File: config.mk
export PLATFORM = sky130hd
export DESIGN_NAME = fetch_sequencer
export DESIGN_NICKNAME = d
export VERILOG_FILES = /design/src/rtl/fetch_pkg.sv /design/src/rtl/fetch_pc_reg.sv /design/src/rtl/fetch_sequencer.sv
export SDC_FILE = /design/constraint.sdc
export NUM_CORES = 1
export LEC_CHECK = 0
export ABC_AREA = 0
export BUFFER_PORTS_ARGS = -buffer_cell sky130_fd_sc_hd__buf_2
export CAP_MARGIN = 5
export CORE_MARGIN = 3
export CORE_UTILIZATION = 42
export CTS_CLUSTER_SIZE = 8
export DETAILED_ROUTE_END_ITERATION = 12
export PLACE_DENSITY = 0.85
export SLEW_MARGIN = 25
export SYNTH_ARGS = -nofsm -noshare
export SYNTH_HDL_FRONTEND = slang
export SYNTH_SLANG_ARGS = --single-unit
File: constraint.sdc
create_clock -name clk -period 1.7 [get_ports clk]
set_input_delay 0.255 -clock clk [delete_from_list [all_inputs] [get_ports clk]]
set_output_delay 0.255 -clock clk [all_outputs]
set_load 0.02 [all_outputs]
File: src/rtl/fetch_pkg.sv
// Shared types and constants for the instruction fetch sequencer.
package fetch_pkg;

    localparam int          ADDR_W    = 7;
    localparam logic [31:0] NOP_WORD  = 32'h8000_0000;
    localparam logic [31:0] HALT_WORD = 32'hFFFF_FFFF;

    typedef enum logic [1:0] {
        IDLE   = 2'd0,
        RUN    = 2'd1,
        HALTED = 2'd2
    } fetch_state_e;

    typedef enum logic [1:0] {
        PC_HOLD = 2'd0,
        PC_ZERO = 2'd1,
        PC_LOAD = 2'd2,
        PC_INC  = 2'd3
    } pc_op_e;

    function automatic logic is_halt_word(input logic [31:0] word);
        return (word == HALT_WORD);
    endfunction

    // Saturating increment used by the optional performance counters.
    function automatic logic [15:0] sat_inc16(input logic [15:0] value);
        return (value == 16'hFFFF) ? value : (value + 16'd1);
    endfunction

endpackage

File: src/rtl/fetch_pc_reg.sv
// Program counter register; the fetch FSM selects hold, clear, redirect load or increment.
module fetch_pc_reg
    import fetch_pkg::*;
(
    input  logic              clk,
    input  logic              rst,
    input  pc_op_e            pc_op,
    input  logic [ADDR_W-1:0] redirect_pc,
    output logic [ADDR_W-1:0] pc
);

    logic [ADDR_W-1:0] pc_r;

    // PC update selected by the sequencer each cycle.
    always_ff @(posedge clk) begin
        if (rst) begin
            pc_r <= {ADDR_W{1'b0}};
        end else begin
            case (pc_op)
                PC_ZERO: pc_r <= {ADDR_W{1'b0}};
                PC_LOAD: pc_r <= redirect_pc;
                PC_INC:  pc_r <= pc_r + {{(ADDR_W-1){1'b0}}, 1'b1};
                PC_HOLD: pc_r <= pc_r;
                default: pc_r <= pc_r;
            endcase
        end
    end

    assign pc = pc_r;

endmodule

File: src/rtl/fetch_sequencer.sv
// Fetch sequencer: PC ownership, IF/ID register, start/stall/redirect/halt control.
// Optional FETCH_PERF_CNT_EN adds saturating fetch/stall/flush cycle counters.
module fetch_sequencer
    import fetch_pkg::*;
#(
    parameter logic [ADDR_W-1:0] LAST_ADDR = 7'd127
) (
    input  logic              clk,
    input  logic              rst,
    input  logic              start,
    input  logic              stall,
    input  logic              redirect_valid,
    input  logic [ADDR_W-1:0] redirect_pc,
    output logic [ADDR_W-1:0] imem_addr,
    input  logic [31:0]       imem_instr,
    output logic [31:0]       if_id_instr,
    output logic [ADDR_W-1:0] if_id_pc,
    output logic              if_id_valid,
    output logic              busy,
`ifdef FETCH_PERF_CNT_EN
    output logic [15:0]       fetch_cnt,
    output logic [15:0]       stall_cnt,
    output logic [15:0]       flush_cnt,
`endif
    output logic              halted
);

    fetch_state_e      state_r;
    fetch_state_e      state_next_s;
    pc_op_e            pc_op_s;
    logic [ADDR_W-1:0] pc_s;
    logic [31:0]       if_id_instr_r;
    logic [31:0]       instr_next_s;
    logic [ADDR_W-1:0] if_id_pc_r;
    logic [ADDR_W-1:0] ifpc_next_s;
    logic              if_id_valid_r;
    logic              valid_next_s;
    logic              fetch_ev_s;
    logic              stall_ev_s;
    logic              flush_ev_s;
    logic              clear_cnt_s;

    fetch_pc_reg u_pc_reg (
        .clk         (clk),
        .rst         (rst),
        .pc_op       (pc_op_s),
        .redirect_pc (redirect_pc),
        .pc          (pc_s)
    );

    // FSM state register.
    always_ff @(posedge clk) begin
        if (rst) begin
            state_r <= IDLE;
        end else begin
            state_r <= state_next_s;
        end
    end

    // Next state, PC operation and IF/ID next values; redirect beats stall beats fetch.
    always_comb begin
        state_next_s = state_r;
        pc_op_s      = PC_HOLD;
        instr_next_s = if_id_instr_r;
        ifpc_next_s  = if_id_pc_r;
        valid_next_s = if_id_valid_r;
        fetch_ev_s   = 1'b0;
        stall_ev_s   = 1'b0;
        flush_ev_s   = 1'b0;
        clear_cnt_s  = 1'b0;
        case (state_r)
            IDLE: begin
                valid_next_s = 1'b0;
                if (start) begin
                    state_next_s = RUN;
                    pc_op_s      = PC_ZERO;
                    clear_cnt_s  = 1'b1;
                end else begin
                    state_next_s = IDLE;
                end
            end
            RUN: begin
                if (redirect_valid) begin
                    pc_op_s      = PC_LOAD;
                    instr_next_s = NOP_WORD;
                    valid_next_s = 1'b0;
                    flush_ev_s   = 1'b1;
                end else if (stall) begin
                    stall_ev_s   = 1'b1;
                end else begin
                    fetch_ev_s   = 1'b1;
                    if (is_halt_word(imem_instr)) begin
                        // Halt word is swallowed, PC parks on it.
                        instr_next_s = NOP_WORD;
                        valid_next_s = 1'b0;
                        state_next_s = HALTED;
                    end else begin
                        instr_next_s = imem_instr;
                        ifpc_next_s  = pc_s;
                        valid_next_s = 1'b1;
                        if (pc_s == LAST_ADDR) begin
                            state_next_s = HALTED;
                        end else begin
                            pc_op_s = PC_INC;
                        end
                    end
                end
            end
            HALTED: begin
                instr_next_s = NOP_WORD;
                valid_next_s = 1'b0;
                if (start) begin
                    state_next_s = RUN;
                    pc_op_s      = PC_ZERO;
                    clear_cnt_s  = 1'b1;
                end else begin
                    state_next_s = HALTED;
                end
            end
            default: begin
                state_next_s = IDLE;
                pc_op_s      = PC_ZERO;
                instr_next_s = NOP_WORD;
                valid_next_s = 1'b0;
            end
        endcase
    end

    // IF/ID pipeline register.
    always_ff @(posedge clk) begin
        if (rst) begin
            if_id_instr_r <= NOP_WORD;
            if_id_pc_r    <= {ADDR_W{1'b0}};
            if_id_valid_r <= 1'b0;
        end else begin
            if_id_instr_r <= instr_next_s;
            if_id_pc_r    <= ifpc_next_s;
            if_id_valid_r <= valid_next_s;
        end
    end

    assign imem_addr   = pc_s;
    assign if_id_instr = if_id_instr_r;
    assign if_id_pc    = if_id_pc_r;
    assign if_id_valid = if_id_valid_r;
    assign busy        = (state_r == RUN);
    assign halted      = (state_r == HALTED);

`ifdef FETCH_PERF_CNT_EN
    logic [15:0] fetch_cnt_r;
    logic [15:0] stall_cnt_r;
    logic [15:0] flush_cnt_r;

    // Saturating RUN-cycle counters, cleared by reset and by an accepted start.
    always_ff @(posedge clk) begin
        if (rst || clear_cnt_s) begin
            fetch_cnt_r <= 16'd0;
            stall_cnt_r <= 16'd0;
            flush_cnt_r <= 16'd0;
        end else begin
            if (fetch_ev_s) fetch_cnt_r <= sat_inc16(fetch_cnt_r);
            if (stall_ev_s) stall_cnt_r <= sat_inc16(stall_cnt_r);
            if (flush_ev_s) flush_cnt_r <= sat_inc16(flush_cnt_r);
        end
    end

    assign fetch_cnt = fetch_cnt_r;
    assign stall_cnt = stall_cnt_r;
    assign flush_cnt = flush_cnt_r;
`endif

endmodule

# Yosys cells after proc, flatten, opt, wreduce, memory -nomap -nowiden
# Index checks and enable logic that the tools add are counted.
[word_totals]
in_bits = 44
out_inout_bits = 49
wordCells = 47
regBits = 49
[classes]
n_addsub = 1
n_reduce_logical = 7
eq_ne = 11
muxes = 18
bitwise = 5
[ops]
columns = ["cell", "count"]
rows = [
  ["$mux 32", 3],
  ["$pmux 32 s2", 1],
  ["$eq 32x32->1 const B", 1],
  ["$pmux 7 s3", 1],
  ["$mux 2", 9],
  ["$add 7x1->7 const B", 1],
  ["$eq 7x7->1 const B", 1],
  ["$eq 2x2->1 const B", 3],
  ["$pmux 2 s3", 1],
  ["$not 1->1", 5],
  ["$eq 2x1->1 const B", 2],
  ["$logic_not 2->1", 2],
  ["$ne 2x2->1 const B", 2],
  ["$pmux 2 s2", 1],
  ["$reduce_and 4->1", 1],
  ["$ne 3x1->1 const B", 1],
  ["$ne 3x3->1 const B", 1],
  ["$reduce_and 3->1", 1],
  ["$reduce_or 3->1", 1],
  ["$mux 1", 2],
  ["$reduce_and 2->1", 1],
  ["$reduce_or 2->1", 1],
]

# Longest topological paths before layout
# Gate-level depths: netlist of the first run.
[depth]
ltp_word = 8
ltp_mapped = 8

# Hierarchy
# A second synthesis of the first run with hierarchy kept.
[hier_totals]
cells_unflattened = 193
hier_area_um2 = 2014.4
[by_module_without_submodules]
columns = ["mod", "instances", "seq_area_each_um2", "area_each_um2", "cells_per_inst"]
rows = [
  ["fetch_sequencer", 1, 840.8, 1574.0, 141],
  ["fetch_pc_reg", 1, 140.1, 440.4, 52],
]

# Worst setup path after synthesis of the first run
# Ideal clock, no wire load.
[synth_timing]
path_type = "flip-flop to flip-flop"
startpoint = "register u_pc_reg.pc_r[0], in the netlist u_pc_reg.pc[0]"
endpoint = "register u_pc_reg.pc_r[4], in the netlist u_pc_reg.pc[4]"
path_stages_with_launch = 8
slack_ns = -0.215
n_path_buf = 0
setup_time_ns = 0.092
required_ns = 1.608
synth_period_minus_slack_ns = 1.915
arrival_ns = 1.822
cell_sequence = "dfxtp_1 -> ha_1 -> nand3_1 -> nor4_1 -> a211oi_1 -> o21ai_1 -> or2_2 -> o32ai_1"
[synth_between]
elab_chain_cells = 8
word_cells_on_any_way = 12
[synth_lines]
columns = ["item", "line_no", "source"]
rows = [
  ["from (decl)", "fetch_pc_reg.sv:12", "logic [ADDR_W-1:0] pc_r;"],
  ["from (signal assigned)", "fetch_pc_reg.sv:17", "pc_r <= {ADDR_W{1'b0}};"],
  ["from (signal assigned)", "fetch_pc_reg.sv:20", "PC_ZERO: pc_r <= {ADDR_W{1'b0}};"],
  ["from (signal assigned)", "fetch_pc_reg.sv:21", "PC_LOAD: pc_r <= redirect_pc;"],
  ["$eq 7x7->1", "fetch_sequencer.sv:101", "if (pc_s == LAST_ADDR) begin"],
  ["$mux 2", "fetch_sequencer.sv:101", ""],
  ["$mux 2", "fetch_sequencer.sv:92", "if (is_halt_word(imem_instr)) begin"],
  ["$mux 2", "fetch_sequencer.sv:88", "end else if (stall) begin"],
  ["$mux 2", "fetch_sequencer.sv:83", "if (redirect_valid) begin"],
  ["$pmux 2 s2", "fetch_sequencer.sv:71", "case (state_r)"],
  ["$eq 2x2->1 / $eq 2x1->1 (equally long branches)", "fetch_pc_reg.sv:19", "case (pc_op)"],
  ["$pmux 7 s3", "fetch_pc_reg.sv:19", ""],
]
# Parallel ways exist; a longest one is shown, timed or not.
# A chain may end at the register's enable or synchronous reset.

# Final worst setup path of the first run
[layout_timing]
startpoint = "register u_pc_reg.pc_r[1], in the netlist u_pc_reg.pc[1]"
endpoint = "register u_pc_reg.pc_r[3], in the netlist u_pc_reg.pc[3]"
# The elaborated chain is that of the path after synthesis.

==> qor_table.md, run 1 <==
| Quantity | This run | Unit |
|---|---|---|
| Status | complete, but fails checks | - |
| Violated checks | negative setup slack | - |
| GPL Wtd Cong | 0.915 | - |
| Number of input and output port buffers inserted | 92 | - |
| Fin nets | 395 | - |
| Post-layout power | 2.44 | mW |
| Primary flip-flop cell chosen by synthesis mapping | sky130_fd_sc_hd__dfxtp_1 | - |
| Period minus WS final | 1720 | ps |
| Data arrival, critical path | 1910 | ps |
| Yosys warning count | 0 | - |
| Gate count of the mapped netlist | 226 | - |
| Library cell appearing most often on the critical path | sky130_fd_sc_hd__nor4_4 | - |
| Row count | 25 | - |
| Fraction of final layout cells with drive strength greater than 1 | 49.6 | % |
| Fillers | 394 | - |
| Utilization after layout | 65.1 | % |
| Die height | 77.2 | microns |
| Clock buffers created by TritonCTS | 5 | - |
| Pwr Density | 778 | nW/um^2 |
| Final worst-path setup slack | -24.3 | ps |
| Number of placed instances with taps included | 406 | - |
| Clock insertion delay at the later pin of the skew report | 290 | ps |
| CTS tree | built | - |
| #FFs+latches synth | 49 | - |
| Ant diodes | 0 | - |
| H-tree lvl count | 2 | - |
| Number of clock sinks | 49 | - |
| Setup skew after layout | 5.82 | ps |
| Total placed instance area | 2940 | sq um |
| Syn_nets | 271 | - |
| Via density | 5.27 | - |
| Proportion of synthesized chip area in sequential cells | 46.1 | % |
| Max Fanout on Critical Path | 8 | - |
| Core outline area | 4820 | sq um |
| Maximum root-to-sink buffer count | 2 | - |
| Combined buffer and inverter count along the critical path | 2 | - |
| Detailed-router iteration count before antenna repair | 5 | - |
| # Max-Cap Violations | 0 | - |
| LEAKAGE | 1.44 | nW |
| Post-Layout Cell Count | 418 | - |
| Yosys top cell by area | sky130_fd_sc_hd__dfxtp_1 | - |
| Chip width | 77.2 | microns |
| Placed wire-length estimate after detailed placement | 4.45 | mm |
| Fmax achieved | 580 | MHz |
| Final non-filler cell area | 3140 | sq um |
| Post-Synthesis Mean Instance Area | 9.42 | sq um |
| Post-synth ARST share | 0 | % |
| Number of distinct library cell variants in the gate-level netlist after synthesis | 38 | - |
| Max_slew headroom | 77.0 | % |
| Antenna-violating nets left | 0 | - |
| Total grt overflow | 0 | - |
| Final setup violation count | 6 | - |
| # hold bufs at CTS | 0 | - |
| Routed length on met2 | 2.99 | mm |
| Hold Path Class | primary input to register | - |
| EDFF count, synth | 0 | - |
| Starting DRC count in detailed routing | 138 | - |
| Remaining design rule violation count | 0 | - |
| Required time at the endpoint of the critical path | 1880 | ps |
| Cell type group with the largest total delay on the critical path | flip-flops | - |
| Total I/O pin count | 93 | - |
| Top area cells in the synthesized netlist | sky130_fd_sc_hd__dfxtp_1 (46%), sky130_fd_sc_hd__a22oi_1 (7.4%), sky130_fd_sc_hd__nor2_1 (6.7%) | - |
| Share of the synthesized area in the top cell type | 46.1 | % |
| Number of hold violations in the final report | 0 | - |
| Final count of pins violating max slew | 0 | - |
| Setup repair after global routing missed its margin | true | - |
| Antenna violations before repair | 0 | - |
| Most frequent cells after synthesis | sky130_fd_sc_hd__dfxtp_1 (49), sky130_fd_sc_hd__nor2_1 (38), sky130_fd_sc_hd__a22oi_1 (21) | - |
| Cell-by-cell listing of the critical path | ha_4 > nand3_4 > nor4_4 > buf_4 > nor4_4 > a21oi_4 > buf_12 > mux2i_1 > o2bb2ai_1 | - |
| Detailed-routing wirelength on met1 | 2.68 | mm |
| Root cell of the clock tree | sky130_fd_sc_hd__clkbuf_8 | - |
| Standard cell with the maximum stage delay on the critical path | sky130_fd_sc_hd__dfxtp_4 | - |
| Kind of launch point of the worst setup path | register | - |
| Metal3 WL | 281 | microns |
| Area added between synthesis and finish | 47.3 | % |
| Maximum number of pins on one net before global-route repair | 39 | - |
| Register clock-pin slew on the reported worst setup and hold paths | 100 | ps |
| Overall global routing resource usage | 19.2 | % |
| CP Capture Type | register | - |
| Slowest stage delay, CP | 370 | ps |
| Cell with the most instances after synthesis | sky130_fd_sc_hd__dfxtp_1 | - |
| Setup Crit Path Kind | register to register | - |
| Routed wire length | 6.07 | mm |
| Via count of the first global-routing pass | 1971 | - |
| Worst-margin pin slew | 342 | ps |
| Die Footprint | 5960 | sq um |
| Uppermost signal routing layer after detailed routing | met4 | - |
| Routed len/inst | 14.5 | microns |
| First-pass GRT wire length | 9.34 | mm |
| Final critical-path share of the clock period | 101 | % |
| Initial standard-cell utilization of the core | 44.2 | % |
| Via Count | 2203 | - |
| Mapped cell area | 2130 | sq um |
| Peak supply drop | 0.000608 | V |
[final cells by class]
class | instances | area, sq um | share of cell area (%)
sequential | 49 | 992 | 31.6
multi-input combinational | 159 | 1160 | 37.1
tap | 67 | 83.8 | 2.67
clock inverter | 3 | 43.8 | 1.40
timing repair buffer | 128 | 759 | 24.2
inverter | 7 | 26.3 | 0.838
clock buffer | 5 | 68.8 | 2.19
[per-layer routing]
| metal | up-vias | global-route usage (%) |
|---|---|---|
| met1 | 1056 | 24.5 |
| li1 | 1073 | - |
| met3 | 8 | 3.76 |
| met5 | - | 0 |
| met2 | 66 | 32.6 |
| met4 | 0 | 5.69 |
[stage by stage]
step	setup WS, ps	hold slack [ps]	setup TNS, ps
CTS	-22.6	220	-24.5
detailed placement	-164	445	-3920
finish	-24.3	226	-114
global placement	-109	438	-3040
floorplan	-4.75	334	-9.63
global route	-121	220	-636
[cell families (layout without fill, tap and decap cells)]
logic type	Yosys count	count (layout)	synth area share [%]
fa+ha+maj	1	1	0.587
mux	6	6	2.82
flops	49	49	46.1
compound gates	63	63	24.8
buf+inv	19	143	4.46
simple gates	88	89	21.3
[final timing paths]
path / startpoint / endpoint / slack (ps) / depth (start not counted)
max: u_pc_reg.pc[1] / u_pc_reg.pc[3] / -20 / 9
min: imem_instr[5] / if_id_instr[5] / 230 / 3
max reg2reg: u_pc_reg.pc[1] / u_pc_reg.pc[3] / -20 / 9
min reg2reg: if_id_pc[2] / if_id_pc[2] / 450 / 2
[cells in the final DEF (no fill, tap or decap), types with 3 or more instances in the layout]
master                     Yosys  routed
sky130_fd_sc_hd__a22oi_2      10      10
sky130_fd_sc_hd__nor2_1       38      38
sky130_fd_sc_hd__a21oi_1      12      10
sky130_fd_sc_hd__o32ai_1       4       3
sky130_fd_sc_hd__a22oi_1      21      21
sky130_fd_sc_hd__nand2_1      16      16
sky130_fd_sc_hd__dfxtp_1      49      44
sky130_fd_sc_hd__inv_1         6       6
sky130_fd_sc_hd__dfxtp_2       0       3
sky130_fd_sc_hd__nor4_4        2       4
sky130_fd_sc_hd__nand4_1       9       9
sky130_fd_sc_hd__clkbuf_8      0       5
sky130_fd_sc_hd__mux2i_1       6       6
sky130_fd_sc_hd__buf_4         0      33
sky130_fd_sc_hd__nor2b_1       6       6
sky130_fd_sc_hd__a31oi_1       3       3
sky130_fd_sc_hd__buf_2         1      92
[flip-flops by register name (all words and copies together), names as in the netlist]
name,cells
if_id_pc,7
if_id_instr,32
if_id_valid,1
u_pc_reg.pc,7
state_r,2
[worst min-delay path, delay by kind of cell]
kind / cells / cell delay, ps
buf+inv: 1 / 90
simple gates: 1 / 80
compound gates: 1 / 70
[repair_timing]
action / in CTS / in global routing
cloned: 0 / 1
endpoints found under the setup margin: 7 / 46
buffers inserted: 1 / 2
pin swaps: 5 / 8
gates resized for setup: 1 / 8
[report_power, final]
group          switching (mW)  internal (mW)
Sequential             0.0179           1.17
Combinational           0.225          0.188
Clock                   0.395          0.442
(Power assumes the default switching activity.)
==> inputs of run 2 (changes only) <==
- CORE_MARGIN: 3 -> not set
- CORE_UTILIZATION: 42 -> 49
- PLACE_DENSITY: 0.85 -> 0.93
- SYNTH_HIERARCHICAL: not set -> 1
- clock period: 1.7 -> 2.02 ns (I/O delays scaled with it)
==> qor_table.md, run 2 <==
| Quantity | This run | Unit | vs previous |
|---|---|---|---|
| Simple-gate share of the synthesized area | 15.6 | % | was 21.3% |
| Number of clock sinks | 49 | - | unchanged |
| Share of total power in sequential cells | 49.1 | % | was 48.8% |
| Worst r2r path cells | 8 | - | was 9 |
| Fin nets | 359 | - | was 395 |
| Portion of total power attributed to combinational logic | 16.7 | % | was 17.0% |
| Switch Pwr | 0.501 | mW | was 0.638 mW |
| Cell-by-cell listing of the critical path | buf_2 > nand4_1 > nor4_4 > buf_4 > a211oi_1 > o21a_1 > buf_4 > xnor2_1 > o311ai_1 > o22ai_1 | - | was ha_4 > nand3_4 > nor4_4 > buf_4 > nor4_4 > a21oi_4 > buf_12 > mux2i_1 > o2bb2ai_1 |
| Most common cell after layout, fill and taps aside | sky130_fd_sc_hd__buf_2 | - | unchanged |
| Hold path cells | 2 | - | was 3 |
| Setup Crit Path Kind | primary input to register | - | was register to register |
| Most frequent cells in the layout | sky130_fd_sc_hd__buf_2 (92), sky130_fd_sc_hd__dfxtp_1 (49), sky130_fd_sc_hd__a22o_1 (31), sky130_fd_sc_hd__buf_4 (29), sky130_fd_sc_hd__nand2_1 (19) | - | was sky130_fd_sc_hd__buf_2 (92), sky130_fd_sc_hd__dfxtp_1 (44), sky130_fd_sc_hd__nor2_1 (38), sky130_fd_sc_hd__buf_4 (33), sky130_fd_sc_hd__a22oi_1 (21) |
| Worst-margin pin slew | 691 | ps | was 342 ps |
| Starting DRC count in detailed routing | 118 | - | was 138 |
| Routed len/inst | 15.4 | microns | was 14.5 microns |
| Total I/O pin count | 93 | - | unchanged |
| Number of placed instances with taps included | 355 | - | was 406 |
| Status | finished clean | - | was complete, but fails checks |
| Combined buffer and inverter count along the critical path | 3 | - | was 2 |
| Remaining design rule violation count | 0 | - | unchanged |
| Area fraction in compound gates after synthesis | 26.0 | % | was 24.8% |
| CP Capture Type | register | - | unchanged |
| Data arrival, critical path | 2130 | ps | was 1910 ps |
| Slowest stage delay, CP | 370 | ps | about the same |
| H-tree lvl count | 2 | - | unchanged |
| Cell with the most instances after synthesis | sky130_fd_sc_hd__dfxtp_1 | - | unchanged |
| Clock insertion delay at the later pin of the skew report | 290 | ps | about the same |
| Clock group share of total power | 34.2 | % | was 34.3% |
| Primary flip-flop cell chosen by synthesis mapping | sky130_fd_sc_hd__dfxtp_1 | - | unchanged |
| Max FFs per register | 32 | - | unchanged |
| Pwr Density | 720 | nW/um^2 | was 778 nW/um^2 |
| Routed wire length | 5.60 | mm | was 6.07 mm |
| Root cell of the clock tree | sky130_fd_sc_hd__clkbuf_8 | - | unchanged |
| Post-layout power | 2.06 | mW | was 2.44 mW |
| Fillers | 264 | - | was 394 |
| Total internal power | 1.55 | mW | was 1.80 mW |
| Chip width | 66.1 | microns | was 77.2 microns |
| Post-Synthesis Mean Instance Area | 10.4 | sq um | was 9.42 sq um |
| Standard cell with the maximum stage delay on the critical path | sky130_fd_sc_hd__nor4_4 | - | was sky130_fd_sc_hd__dfxtp_4 |
| Max Fanout on Critical Path | 6 | - | was 8 |
| Number of input and output port buffers inserted | 92 | - | unchanged |
| Yosys warning count | 6 | - | was 0 |
| Ant diodes | 0 | - | unchanged |
| Antenna-violating nets left | 0 | - | unchanged |
| Mapped cell area | 2010 | sq um | was 2130 sq um |
| Final worst-path setup slack | 106 | ps | was -24.3 ps |
| Fmax achieved | 523 | MHz |  |
| Kind of launch point of the worst setup path | primary input | - | was register |
| Setup Slack @ Placement | -157 | ps | was -164 ps |
| Register clock-pin slew on the reported worst setup and hold paths | 80 | ps | was 100 ps |
| Area added between synthesis and finish | 41.7 | % | was 47.3% |
| Die Footprint | 4370 | sq um | was 5960 sq um |
| Via density | 5.68 | - | was 5.27 |
| Die height | 66.1 | microns | was 77.2 microns |
| Largest family of logic cells by synthesized area | compound AO/OA/AOI/OAI gates | - | unchanged |
| Yosys top cell by area | sky130_fd_sc_hd__dfxtp_1 | - | unchanged |
| Final critical-path share of the clock period | 94.7 | % |  |
| Clock buffers created by TritonCTS | 5 | - | unchanged |
| Setup repair after global routing missed its margin | false | - | was true |
| Switching share of total power | 24.4 | % | was 26.1% |
| First-pass GRT wire length | 8.89 | mm | was 9.34 mm |
| Required time at the endpoint of the critical path | 2240 | ps | was 1880 ps |
| Share of the synthesized area in the top cell type | 48.7 | % | was 46.1% |
| Gate count of the mapped netlist | 193 | - | was 226 |
| Core outline area | 3800 | sq um | was 4820 sq um |
| Max_slew headroom | 53.8 | % | was 77.0% |
| Detailed-router iteration count before antenna repair | 4 | - | was 5 |
| Post-synth ARST share | 0 | % | unchanged |
| Portion of netlist area occupied by mux cells | 4.04 | % | was 2.82% |
| #FFs+latches synth | 49 | - | unchanged |
| Most frequent cells after synthesis | sky130_fd_sc_hd__dfxtp_1 (49), sky130_fd_sc_hd__a22o_1 (31), sky130_fd_sc_hd__nand2_1 (19) | - | was sky130_fd_sc_hd__dfxtp_1 (49), sky130_fd_sc_hd__nor2_1 (38), sky130_fd_sc_hd__a22oi_1 (21) |
| Row count | 22 | - | was 25 |
| Logic depth of the worst setup path including buffers | 10 | - | was 9 |
| Share of synthesized cell area in full adder, half adder and majority cells | 0.621 | % | was 0.588% |
| Xor-xnor portion of the synthesized cell area | 0.435 | % | was 0% |
| Maximum root-to-sink buffer count | 2 | - | unchanged |
| Fraction of final layout cells with drive strength greater than 1 | 44.8 | % | was 49.6% |
| GPL Wtd Cong | 0.885 | - | was 0.915 |
| Cell type group with the largest total delay on the critical path | compound AO/OA/AOI/OAI gates | - | was flip-flops |
| Initial standard-cell utilization of the core | 53.0 | % | was 44.2% |
| Number of hold violations in the final report | 0 | - | unchanged |
| Period minus WS final | 1910 | ps |  |
| Min Hold Slack | 232 | ps | was 226 ps |
| Overall global routing resource usage | 26.8 | % | was 19.2% |
| Hold Path Class | primary input to register | - | unchanged |
| Antenna violations before repair | 0 | - | unchanged |
| Syn_nets | 238 | - | was 271 |
| Via Count | 2062 | - | was 2203 |
| Placed wire-length estimate after detailed placement | 4.35 | mm | was 4.45 mm |
| # Max-Cap Violations | 0 | - | unchanged |
| Proportion of synthesized chip area in sequential cells | 48.7 | % | was 46.1% |
| Top area cells in the synthesized netlist | sky130_fd_sc_hd__dfxtp_1 (49%), sky130_fd_sc_hd__a22o_1 (13%), sky130_fd_sc_hd__nand2_1 (3.5%) | - | was sky130_fd_sc_hd__dfxtp_1 (46%), sky130_fd_sc_hd__a22oi_1 (7.4%), sky130_fd_sc_hd__nor2_1 (6.7%) |
| Final setup violation count | 0 | - | was 6 |
| Library cell appearing most often on the critical path | sky130_fd_sc_hd__buf_4 | - | was sky130_fd_sc_hd__nor4_4 |
| Postcts setup bufs | 0 | - | was 1 |
| CTS tree | built | - | unchanged |
| Peak supply drop | 0.000382 | V | was 0.000608 V |
| Maximum number of pins on one net before global-route repair | 25 | - | was 39 |
| Setup skew after layout | 2.37 | ps | was 5.82 ps |
| Number of distinct library cell variants in the gate-level netlist after synthesis | 45 | - | was 38 |
| Via count of the first global-routing pass | 1962 | - | was 1971 |
| EDFF count, synth | 0 | - | unchanged |
| Total grt overflow | 0 | - | unchanged |
| LEAKAGE | 1.36 | nW | was 1.44 nW |
| Post-Layout Cell Count | 363 | - | was 418 |
| Final count of pins violating max slew | 0 | - | unchanged |
run 2: changes by cell type in the layout (fill, tap and decap cells not counted), sizes merged, moves of 4 or more:
cell | before | now
a21oi | 13 | 6
a211oi | 1 | 5
nor2 | 38 | 5
buf | 128 | 123
a22o | 0 | 31
a22oi | 31 | 2
run 2: path summary, 6_finish.rpt:
kind / from / end / slack (ps)
setup / recovery: imem_instr[15] / u_pc_reg/pc[5] / 110
hold / removal: imem_instr[1] / if_id_instr[1] / 230
setup reg to reg: u_pc_reg/pc[5] / u_pc_reg/pc[4] / 180
hold reg to reg: if_id_pc[6] / if_id_pc[6] / 460
run 2: routing by layer:
layer | global-route usage, % | routed length [microns] | share of wire, % | up-vias
met1 | 29.2 | 2310 | 41 | 992
met3 | 6.38 | 404 | 7.2 | 6
li1 | - | - | - | 979
met5 | 0 | 0 | 0 | -
met2 | 50.4 | 2830 | 51 | 85
met4 | 7.98 | 62 | 1.1 | 0
run 2: metrics by stage:
stage | setup TNS [ps] | area, sq um | utilization (%)
floorplan | 0 | 2010 | -
global route | 0 | 2860 | 75.2
CTS | 0 | 2850 | 75.1
detailed placement | -648 | 2740 | 72.0
global placement | -3410 | 2720 | 71.6
finish | 0 | 2860 | 75.2
run 2: worst reg2reg max path, cell delays in order (launching register included):
cell and delay, ps:
sky130_fd_sc_hd__dfxtp_1 320, sky130_fd_sc_hd__nand4_1 80, sky130_fd_sc_hd__nor2_1 60, sky130_fd_sc_hd__a2111oi_1 380, sky130_fd_sc_hd__o22a_2 250, sky130_fd_sc_hd__buf_4 170
sky130_fd_sc_hd__and2_2 160, sky130_fd_sc_hd__a21oi_1 70, sky130_fd_sc_hd__o32ai_1 250
run 2: cell families (layout without fill, tap and decap cells):
logic type	Yosys count	in the layout
AOI/OAI and AO/OA	64	64
and+or+nand+nor	53	53
DFF	49	49
buffers and inverters	17	139
muxes	8	8
adders and majority gates	1	1
xor gates and xnor gates	1	1
run 2: final cells by class:
| class | count | area [sq um] | area share [%] |
|---|---|---|---|
| clock inverters | 1 | 30.0 | 1.05 |
| clock buffers | 7 | 86.3 | 3.02 |
| repair buffers | 123 | 713 | 25.0 |
| multi-input cells | 127 | 955 | 33.4 |
| well taps | 48 | 60.1 | 2.10 |
| inverters | 8 | 30.0 | 1.05 |
| flip-flops and latches | 49 | 981 | 34.4 |
run 2: timing repair:
action                                  in CTS  in global routing
endpoints found under the setup margin       0                  6
resized for setup                            0                  2
hold buffers                                 0                  0
run 2: power by group through the flow:
stage | clock, mW | combinational, mW | sequential (mW)
detailed placement | 0 | 0.338 | 1.03
floorplan | 0 | 0.132 | 1.07
finish | 0.703 | 0.343 | 1.01
global placement | 0 | 0.325 | 1.03
global route | 0.758 | 0.370 | 1.01
CTS | 0.721 | 0.339 | 1.01
